## src/rtl/ov7670_frame_packer_pkg.sv

```systemverilog
// rtl/ov7670_frame_packer_pkg.sv - shared types and constants for the OV7670 frame packer
package ov7670_frame_packer_pkg;

    localparam int FIFO_W = 17;
    localparam logic [FIFO_W-1:0] FRAME_START_MARKER = 17'h10000;

    typedef enum logic [2:0] {
        ST_WAIT_VSYNC,
        ST_SKIP,
        ST_MARKER,
        ST_ACTIVE,
        ST_DROP
    } cap_state_t;

    function automatic logic [FIFO_W-1:0] pixel_word(input logic [7:0] hi, input logic [7:0] lo);
        return {1'b0, hi, lo};
    endfunction

endpackage

```

## src/rtl/ov7670_frame_packer_cam_sync_stage.sv

```systemverilog
// rtl/ov7670_frame_packer_cam_sync_stage.sv - camera input registers with vsync/href edge pulses
module cam_sync_stage #(
    parameter bit VSYNC_ACTIVE_HIGH = 1'b1
) (
    input  logic       clk,
    input  logic       reset_n,
    input  logic       i_vsync,
    input  logic       i_href,
    input  logic [7:0] i_data,
    output logic       o_vsync,
    output logic       o_href,
    output logic [7:0] o_data,
    output logic       o_frame_start,
    output logic       o_href_fall
);

    logic       r_vsync;
    logic       r_vsync_d;
    logic       r_href;
    logic       r_href_d;
    logic [7:0] r_data;
    logic       w_vsync_norm;

    assign w_vsync_norm = VSYNC_ACTIVE_HIGH ? i_vsync : ~i_vsync;

    always_ff @(posedge clk or negedge reset_n) begin
        if (!reset_n) begin
            r_vsync   <= 1'b0;
            r_vsync_d <= 1'b0;
            r_href    <= 1'b0;
            r_href_d  <= 1'b0;
            r_data    <= 8'h00;
        end else begin
            r_vsync   <= w_vsync_norm;
            r_vsync_d <= r_vsync;
            r_href    <= i_href;
            r_href_d  <= r_href;
            r_data    <= i_data;
        end
    end

    // A frame begins when the normalised vsync leaves its active level
    assign o_frame_start = r_vsync_d & ~r_vsync;
    assign o_href_fall   = r_href_d & ~r_href;
    assign o_vsync       = r_vsync;
    assign o_href        = r_href;
    assign o_data        = r_data;

endmodule

```

## src/rtl/ov7670_frame_packer.sv

```systemverilog
// rtl/ov7670_frame_packer.sv - packs OV7670 byte pairs into RGB565 words for FIFO_cam
module ov7670_frame_packer
    import ov7670_frame_packer_pkg::*;
#(
    parameter int FRAME_WIDTH       = 640,
    parameter int FRAME_HEIGHT      = 480,
    parameter int SKIP_FRAMES       = 2,
    parameter int VSYNC_ACTIVE_HIGH = 1
) (
    input  logic              clk,
    input  logic              reset_n,
    input  logic              cam_vsync,
    input  logic              cam_href,
    input  logic [7:0]        cam_data,
    input  logic              capture_en,
    input  logic              fifo_full,
    output logic [FIFO_W-1:0] fifo_data,
    output logic              fifo_wr_en,
    output logic [15:0]       frame_count,
    output logic              overflow,
    output logic              geom_err,
    output logic              busy
);

    localparam int SKIP_W = (SKIP_FRAMES > 1) ? $clog2(SKIP_FRAMES + 1) : 1;
    localparam logic [SKIP_W-1:0] L_SKIP  = SKIP_W'(SKIP_FRAMES);
    localparam logic [15:0] L_WIDTH  = 16'(FRAME_WIDTH);
    localparam logic [15:0] L_HEIGHT = 16'(FRAME_HEIGHT);

    logic       w_vsync;
    logic       w_href;
    logic [7:0] w_data;
    logic       w_frame_start;
    logic       w_href_fall;

    cam_sync_stage #(
        .VSYNC_ACTIVE_HIGH(VSYNC_ACTIVE_HIGH != 0)
    ) u_sync (
        .clk          (clk),
        .reset_n      (reset_n),
        .i_vsync      (cam_vsync),
        .i_href       (cam_href),
        .i_data       (cam_data),
        .o_vsync      (w_vsync),
        .o_href       (w_href),
        .o_data       (w_data),
        .o_frame_start(w_frame_start),
        .o_href_fall  (w_href_fall)
    );

    cap_state_t        r_state, w_state_nxt;
    logic [SKIP_W-1:0] r_skip, w_skip_nxt;
    logic              r_phase_hi, w_phase_hi_nxt;
    logic [7:0]        r_hi, w_hi_nxt;
    logic [15:0]       r_pix_cnt, w_pix_nxt;
    logic [15:0]       r_line_cnt, w_line_nxt;
    logic              r_pend, w_pend_nxt;
    logic [FIFO_W-1:0] r_pend_word, w_pend_word_nxt;
    logic              r_wr_en, w_wr_en_nxt;
    logic [FIFO_W-1:0] r_data_out, w_data_nxt;
    logic [15:0]       r_frame_cnt, w_frame_cnt_nxt;
    logic              r_overflow, w_overflow_nxt;
    logic              r_geom, w_geom_nxt;

    always_ff @(posedge clk or negedge reset_n) begin
        if (!reset_n) begin
            r_state     <= ST_WAIT_VSYNC;
            r_skip      <= L_SKIP;
            r_phase_hi  <= 1'b1;
            r_hi        <= 8'h00;
            r_pix_cnt   <= 16'd0;
            r_line_cnt  <= 16'd0;
            r_pend      <= 1'b0;
            r_pend_word <= '0;
            r_wr_en     <= 1'b0;
            r_data_out  <= '0;
            r_frame_cnt <= 16'd0;
            r_overflow  <= 1'b0;
            r_geom      <= 1'b0;
        end else begin
            r_state     <= w_state_nxt;
            r_skip      <= w_skip_nxt;
            r_phase_hi  <= w_phase_hi_nxt;
            r_hi        <= w_hi_nxt;
            r_pix_cnt   <= w_pix_nxt;
            r_line_cnt  <= w_line_nxt;
            r_pend      <= w_pend_nxt;
            r_pend_word <= w_pend_word_nxt;
            r_wr_en     <= w_wr_en_nxt;
            r_data_out  <= w_data_nxt;
            r_frame_cnt <= w_frame_cnt_nxt;
            r_overflow  <= w_overflow_nxt;
            r_geom      <= w_geom_nxt;
        end
    end

    always_comb begin
        w_state_nxt     = r_state;
        w_skip_nxt      = r_skip;
        w_phase_hi_nxt  = r_phase_hi;
        w_hi_nxt        = r_hi;
        w_pix_nxt       = r_pix_cnt;
        w_line_nxt      = r_line_cnt;
        w_pend_nxt      = 1'b0;
        w_pend_word_nxt = r_pend_word;
        w_wr_en_nxt     = 1'b0;
        w_data_nxt      = r_data_out;
        w_frame_cnt_nxt = r_frame_cnt;
        w_overflow_nxt  = r_overflow;
        w_geom_nxt      = r_geom;

        // Pixel words leave one edge after their low byte is processed
        if (r_pend) begin
            if (fifo_full) begin
                w_overflow_nxt = 1'b1;
            end else begin
                w_wr_en_nxt = 1'b1;
                w_data_nxt  = r_pend_word;
            end
        end

        unique case (r_state)
            ST_WAIT_VSYNC, ST_SKIP: begin
                if (w_frame_start && capture_en) begin
                    if (r_skip != '0) begin
                        w_skip_nxt  = r_skip - SKIP_W'(1);
                        w_state_nxt = ST_SKIP;
                    end else begin
                        w_state_nxt = ST_MARKER;
                    end
                end
            end
            ST_MARKER: begin
                // Hold off a cycle if the last pixel word is still on the bus
                if (!r_wr_en) begin
                    if (fifo_full) begin
                        w_overflow_nxt = 1'b1;
                        w_state_nxt    = ST_DROP;
                    end else begin
                        w_wr_en_nxt     = 1'b1;
                        w_data_nxt      = FRAME_START_MARKER;
                        w_frame_cnt_nxt = r_frame_cnt + 16'd1;
                        w_pix_nxt       = 16'd0;
                        w_line_nxt      = 16'd0;
                        w_phase_hi_nxt  = 1'b1;
                        w_state_nxt     = ST_ACTIVE;
                    end
                end
            end
            ST_ACTIVE: begin
                if (w_href_fall) begin
                    if (!r_phase_hi || r_pix_cnt != L_WIDTH) w_geom_nxt = 1'b1;
                    w_pix_nxt      = 16'd0;
                    w_phase_hi_nxt = 1'b1;
                    w_line_nxt     = r_line_cnt + 16'd1;
                end
                if (w_frame_start) begin
                    if (w_line_nxt != L_HEIGHT) w_geom_nxt = 1'b1;
                    if (capture_en) begin
                        w_state_nxt = ST_MARKER;
                    end else begin
                        w_skip_nxt  = L_SKIP;
                        w_state_nxt = ST_WAIT_VSYNC;
                    end
                end else if (w_vsync && w_href) begin
                    w_geom_nxt  = 1'b1;
                    w_state_nxt = ST_DROP;
                end else if (w_href) begin
                    if (r_phase_hi) begin
                        w_hi_nxt       = w_data;
                        w_phase_hi_nxt = 1'b0;
                    end else begin
                        w_phase_hi_nxt  = 1'b1;
                        w_pend_nxt      = 1'b1;
                        w_pend_word_nxt = pixel_word(r_hi, w_data);
                        w_pix_nxt       = r_pix_cnt + 16'd1;
                        if (r_pix_cnt >= L_WIDTH) w_geom_nxt = 1'b1;
                    end
                end
                if (r_pend && fifo_full && w_state_nxt == ST_ACTIVE) w_state_nxt = ST_DROP;
            end
            ST_DROP: begin
                if (w_frame_start) begin
                    if (capture_en) begin
                        w_state_nxt = ST_MARKER;
                    end else begin
                        w_skip_nxt  = L_SKIP;
                        w_state_nxt = ST_WAIT_VSYNC;
                    end
                end
            end
            default: w_state_nxt = ST_WAIT_VSYNC;
        endcase
    end

    assign fifo_data   = r_data_out;
    assign fifo_wr_en  = r_wr_en;
    assign frame_count = r_frame_cnt;
    assign overflow    = r_overflow;
    assign geom_err    = r_geom;
    assign busy        = (r_state == ST_MARKER) || (r_state == ST_ACTIVE);

endmodule

```

## config.mk

```make
export PLATFORM = sky130hd
export DESIGN_NAME = ov7670_frame_packer
export DESIGN_NICKNAME = d
export VERILOG_FILES = /design/src/rtl/ov7670_frame_packer_pkg.sv /design/src/rtl/ov7670_frame_packer_cam_sync_stage.sv /design/src/rtl/ov7670_frame_packer.sv
export SDC_FILE = /design/constraint.sdc
export NUM_CORES = 1
export LEC_CHECK = 0
export CORE_MARGIN = 2
export CORE_UTILIZATION = 38
export CTS_BUF_LIST = sky130_fd_sc_hd__clkbuf_4 sky130_fd_sc_hd__clkbuf_8
export DETAILED_ROUTE_END_ITERATION = 8
export GPL_TIMING_DRIVEN = 1
export RECOVER_POWER = 50
export SYNTH_ARGS = -nofsm -noshare
export SYNTH_HDL_FRONTEND = slang
export SYNTH_SLANG_ARGS = --single-unit
```

## constraint.sdc

```tcl
create_clock -name clk -period 2.34 [get_ports clk]
set_input_delay 0.468 -clock clk [delete_from_list [all_inputs] [get_ports clk]]
set_output_delay 0.468 -clock clk [all_outputs]
set_load 0.005 [all_outputs]
```

; Word-level counts from Yosys, hierarchy flattened
; Cells that the tools add are included.
[totals]
ff_bits = 111
inputBits = 14
output_inout_bits = 37
wordCells = 127
[classes]
n_addsub = 4
order_cmp = 1
n_eq_ne = 14
mux = 62
bitwise_logic = 9
n_reduce_logical = 19
[op_table]
columns = cell, count
row1 = 2-to-1 mux 16 bit, 9
row2 = 2-to-1 mux 17 bit, 5
row3 = one-hot mux 16 bit (2 select lines), 2
row4 = "adder 16 x 1 -> 16 bit, second input constant", 3
row5 = 2-to-1 mux 1 bit, 29
row6 = 2-to-1 mux 3 bit, 8
row7 = "greater-or-equal comparator 16 x 10 -> 1 bit, second input constant", 1
row8 = "inequality test 16 x 10 -> 1 bit, second input constant", 1
row9 = "inequality test 16 x 9 -> 1 bit, second input constant", 1
row10 = AND reduction 5 bit, 3
row11 = 2-to-1 mux 2 bit, 6
row12 = "inequality test 2 bit, second input constant", 6
row13 = one-hot mux 3 bit (4 select lines), 1
row14 = "equality test 3 x 2 -> 1 bit, second input constant", 3
row15 = AND reduction 3 bit, 3
row16 = NOT 1 bit, 7
row17 = nonzero test 2 bit, 3
row18 = logical AND 1 bit, 4
row19 = one-hot mux 2 bit (2 select lines), 1
row20 = OR reduction 2 bit, 2
row21 = "equality test 3 x 1 -> 1 bit, second input constant", 1
row22 = "equality test 3 bit, second input constant", 1
row23 = logical NOT 3 bit, 1
row24 = AND 1 bit, 2
row25 = 5 further kinds, 6

; Depth between registers and ports, before layout
[depth]
word_depth = 9
depth_mapped = 10
depth_no_buf = 7

; By module
; From an unflattened synthesis, not the netlist that was laid out.
[hier_totals]
cells_unflattened = 585
hier_area_um2 = 5403.9
[by_module_without_submodules]
columns = mod, instances, cells_per_inst, area_each_um2, seq_area_each_um2
row1 = ov7670_frame_packer, 1, 571, 5076.1, 2479.9
row2 = cam_sync_stage, 1, 14, 327.8, 300.3

; Worst setup path after synthesis
; No wires, ideal clock.
[synth_timing]
path_kind = register to register
from = reg r_line_cnt[0]
to = reg r_geom (netlist: geom_err)
setup_time_ps = 129
t_arrival_ps = 1833
t_required_ps = 2211
path_slack_ps = 378
path_stages_with_launch = 7
n_path_buf = 0
period_less_slack_ps = 1962
path_cell_list = dfrtp_1 nand4b_4 nor3_1 nand4_1 xor2_1 o211ai_1 o41a_1
[synth_via]
elab_chain_len = 6
[synth_rtl]
columns = item, line_no
row1 = from (decl), ov7670_frame_packer.sv:56  ; logic [15:0] r_line_cnt, w_line_nxt;
row2 = from (signal assigned), ov7670_frame_packer.sv:86  ; r_line_cnt <= w_line_nxt;
row3 = adder 16 x 1 -> 16 bit, ov7670_frame_packer.sv:155  ; w_line_nxt = r_line_cnt + 16'd1;
row4 = 2-to-1 mux 16 bit *, ov7670_frame_packer.sv:151  ; if (w_href_fall) begin
row5 = 2-to-1 mux 16 bit *, ov7670_frame_packer.sv:122  ; unique case (r_state)
row6 = inequality test 16 x 9 -> 1 bit *, ov7670_frame_packer.sv:158  ; if (w_line_nxt != L_HEIGHT) w_geom_nxt = 1'b1;
row7 = 2-to-1 mux 1 bit *, ov7670_frame_packer.sv:158
row8 = 2-to-1 mux 1 bit *, ov7670_frame_packer.sv:157  ; if (w_frame_start) begin
row9 = to (signal assigned), ov7670_frame_packer.sv:93  ; r_geom <= w_geom_nxt;
row10 = to (decl), ov7670_frame_packer.sv:63  ; logic r_geom, w_geom_nxt;
; Every way passes the cells marked *; elsewhere a longest branch is shown, timed or not. The select of a mux whose other input is x is not followed.
; A chain may end at the register's enable or synchronous reset.

; Worst setup path after layout
[layout_timing]
from = reg r_state[2]
to = out busy
[layout_via]
elab_chain_len = 2
word_cells_on_any_way = 3
classes_between = eq/ne (2) / reduce/logical (1)
[layout_rtl]
columns = item, line_no
row1 = from (decl), ov7670_frame_packer.sv:51  ; cap_state_t r_state, w_state_nxt;
row2 = from (signal assigned), ov7670_frame_packer.sv:81  ; r_state <= w_state_nxt;
row3 = equality test 3 x 2 -> 1 bit, ov7670_frame_packer.sv:201  ; assign busy = (r_state == ST_MARKER) || (r_state == ST_ACTIVE);
row4 = logical OR 1 bit *, ov7670_frame_packer.sv:201
row5 = to (decl), ov7670_frame_packer.sv:22  ; output logic busy
; Every way passes the cells marked *; elsewhere a longest branch is shown, timed or not.

==> key figures <==
Timing
  • Final setup viols: 0
  • Max Freq: 453 MHz
  • Final min period: 2.21 ns
  • PnR worst setup slack: 0.130 ns
  • Tightest Pin Transition: 0.979 ns
  • Final Cycle Share: 94.4%
  • Setup_tns: 0 ns
  • Clock Skews: 0.0153 ns
  • Hold Vio Cnt, Final: 0
  • Worst rel slew slack: 34.8%
  • RSZ-0062 raised after global routing: false
  • Max-slew violations: 0
  • Hold WS: 0.197 ns

Critical path
  • CP max FO: 10
  • CP arrival: 1.74 ns
  • Worst Path Required: 1.87 ns
  • Setup crit start kind: flip-flop
  • CP Capture Type: output pin
  • R2R cell count: 6
  • Setup slack, reg-to-reg: 0.26 ns
  • Crit path kind: reg2out

Power and ir drop
  • Maximum VDD drop: 0.507 mV
  • Overall Power: 4900 µW
  • PwrDens: 765 nW/µm²
  • Leakage dissipation: 0.00283 µW

Finish
  • Final cell count without fillers: 831
  • # fillers: 1356
  • Syn-to-layout area delta: 18.3%
  • Share of cells above drive strength 1: 9.52%
  • Ant. Diodes: 0
  • Nets: 665

Yosys
  • Ys flop type: dfrtp_1
  • Ys Warns: 0
  • Syn Area/Cell: 9.19 µm²
  • Synth Area in Adders: 1.15%
  • Post-Syn Instances: 590
  • Yosys top cell area share: 50.3%
  • Synth Area in Compound Gates: 14.8%
  • Synth Area in Simple Gates: 23.6%
  • Mux cell area share after synthesis: 2.24%
  • Sequential area share after synthesis: 51.3%
  • Cell taking the most area after synthesis: dfrtp_1
  • Largest cells by area after synthesis: dfrtp_1 50%, nand2_1 8.9%, o21ai_0 4.3%
  • Mapped cell area: 5420 µm²
  • Post-synthesis xor/xnor area fraction: 3.07%
  • Most common cell in the netlist: nand2_1
  • Netlist cell types: 59
  • Ys async rst share: 100%
  • FF+latch count, synth: 111
  • Largest family of logic cells by synthesized area: simple AND/OR/NAND/NOR gates
  • Synth Net Count: 609
  • Synth cell count leaders: 128 x nand2_1, 109 x dfrtp_1, 47 x o21ai_0, 40 x a21oi_1, 34 x nor2_1
  • Number of synthesized flops with an enable pin: 0

Die
  • I/O pin count: 51
  • Die H: 123 µm
  • Die width: 123 µm
  • Rows: 43
  • Core area: 13900 µm²
  • Starting Density: 39.0%
  • Die area: 15200 µm²

Placed design
  • HPWL Detailed: 8990 µm
  • GPL Wtd Cong: 0.856
  • Post-placement cell count: 815
  • # port buffers: 50
  • Pre-CTS setup slack: 0.0382 ns

Clock tree
  • Clk root buf: clkbuf_8
  • CTS tree: done
  • Clk Latency, worst-skew pair: 0.40 ns
  • CTS Buffer Depth: 2
  • Clk slew on worst S/H paths: 0.12 ns
  • CTS Buf Count: 9
  • Post CTS Setup Buffer Count: 0
  • CTS sink cnt: 111
  • Depth of the CTS H-tree: 3
  • Hold buffers post-CTS: 0

Detailed routing
  • WL/cell: 15.3 µm
  • 1st-iter DRT viols: 334
  • Vias/cell: 5.40
  • DRT Pass-1 Iters: 5
  • Total number of vias: 4485
  • ANT nets after route: 0
  • Final wirelength: 12700 µm
  • # DRC: 0

Worst hold path
  • Hold WC Path Type: in2async

Global route
  • First-pass GRT wire length: 21600 µm
  • Vias in the first global route: 4365
  • GRT Util Overall: 17.9%
  • Largest net degree at the start of global routing: 41
  • Congestion Overflow GR: 0
  • Antenna violations before repair: 0

Run
  • Max capacitance violation total: 0

Outcome
  • Outcome: completed
[power by group]
part           switching [µW]  internal [µW]  total (µW)  leakage [µW]
clock network             803            456        1260      0.000109
logic                     546            493        1040       0.00125
registers                 388           2220        2600       0.00147
total                    1740           3170        4900       0.00283
[final cells by class]
type	instances	area, µm²	share of cell area, %
Sequential cell	111	2780	43.4
Multi-Input combinational cell	434	2430	38.0
Timing Repair Buffer	78	703	11.0
Tap cell	180	225	3.51
Clock buffer	9	124	1.93
Clock inverter	7	98.8	1.54
Inverter	12	46.3	0.722
[placed cells by master (no fill, tap or decap), types with 6 or more instances in the layout]
cell,n
dlygate4sd3_1,10
nor2_1,34
a21oi_1,40
nand2_1,128
buf_4,22
a22o_1,6
nor3_1,10
inv_1,11
mux2_2,9
a31oi_1,15
nand3_1,25
nand2b_1,7
nand4_1,11
o21ai_0,47
xor2_1,10
and3_1,6
xnor2_1,9
clkbuf_8,9
clkdlybuf4s50_1,39
dfrtp_1,109
[registers in the layout, summed over array words and instances (netlist names)]
name / count
r_pix_cnt: 16
fifo_data: 17
u_sync.o_href: 1
r_line_cnt: 16
u_sync.r_href_d: 1
u_sync.o_vsync: 1
frame_count: 16
r_phase_hi: 1
u_sync.o_data: 8
overflow: 1
geom_err: 1
r_pend: 1
r_pend_word: 16
r_state: 3
r_skip: 2
u_sync.r_vsync_d: 1
r_hi: 8
fifo_wr_en: 1
[what timing repair did]
| item | CTS | global route |
|---|---|---|
| hold endpoints to repair | 0 | 0 |
| gates resized for setup | 0 | 1 |
| setup endpoints to repair | 0 | 1 |
[path summary, 6_finish.rpt]
kind / start / to
hold / removal: reset_n / r_pix_cnt[9]
min in group clk: u_sync.o_href / u_sync.r_href_d
hold reg to reg: u_sync.o_href / u_sync.r_href_d
setup / recovery: r_state[2] / busy
setup reg to reg: r_line_cnt[3] / geom_err
max in group asynchronous: reset_n / frame_count[3]
[through the flow]
step	area, µm²	util, %
after floorplan	5420	-
after global placement	6230	44.9
after detailed placement	6230	44.9
after CTS	6450	46.5
after global routing	6410	46.2
final	6410	46.2
[cell families (layout without fill, tap and decap cells)]
| logic type | count (synthesis) | in the layout |
|---|---|---|
| multiplexers | 11 | 11 |
| buffers and inverters | 45 | 106 |
| AND/OR/NAND/NOR | 263 | 263 |
| XOR/XNOR | 19 | 19 |
| flip-flops | 111 | 111 |
| adder cells (fa/ha/maj) | 5 | 5 |
| AO/OA/AOI/OAI | 136 | 136 |
[layer usage]
layer	vias up	wire length [µm]	GRT usage [%]
li1	2170	-	-
met1	2193	6070	24.5
met2	103	5950	28.0
met3	19	517	3.78
met4	0	208	6.68
met5	-	0	0
[critical path, stage by stage (launching register included)]
cell and delay (ns):
dfrtp_1 0.52, nand2b_4 0.20, clkinv_2 0.13, clkdlybuf4s50_1 0.50
(Power assumes the default switching activity.)
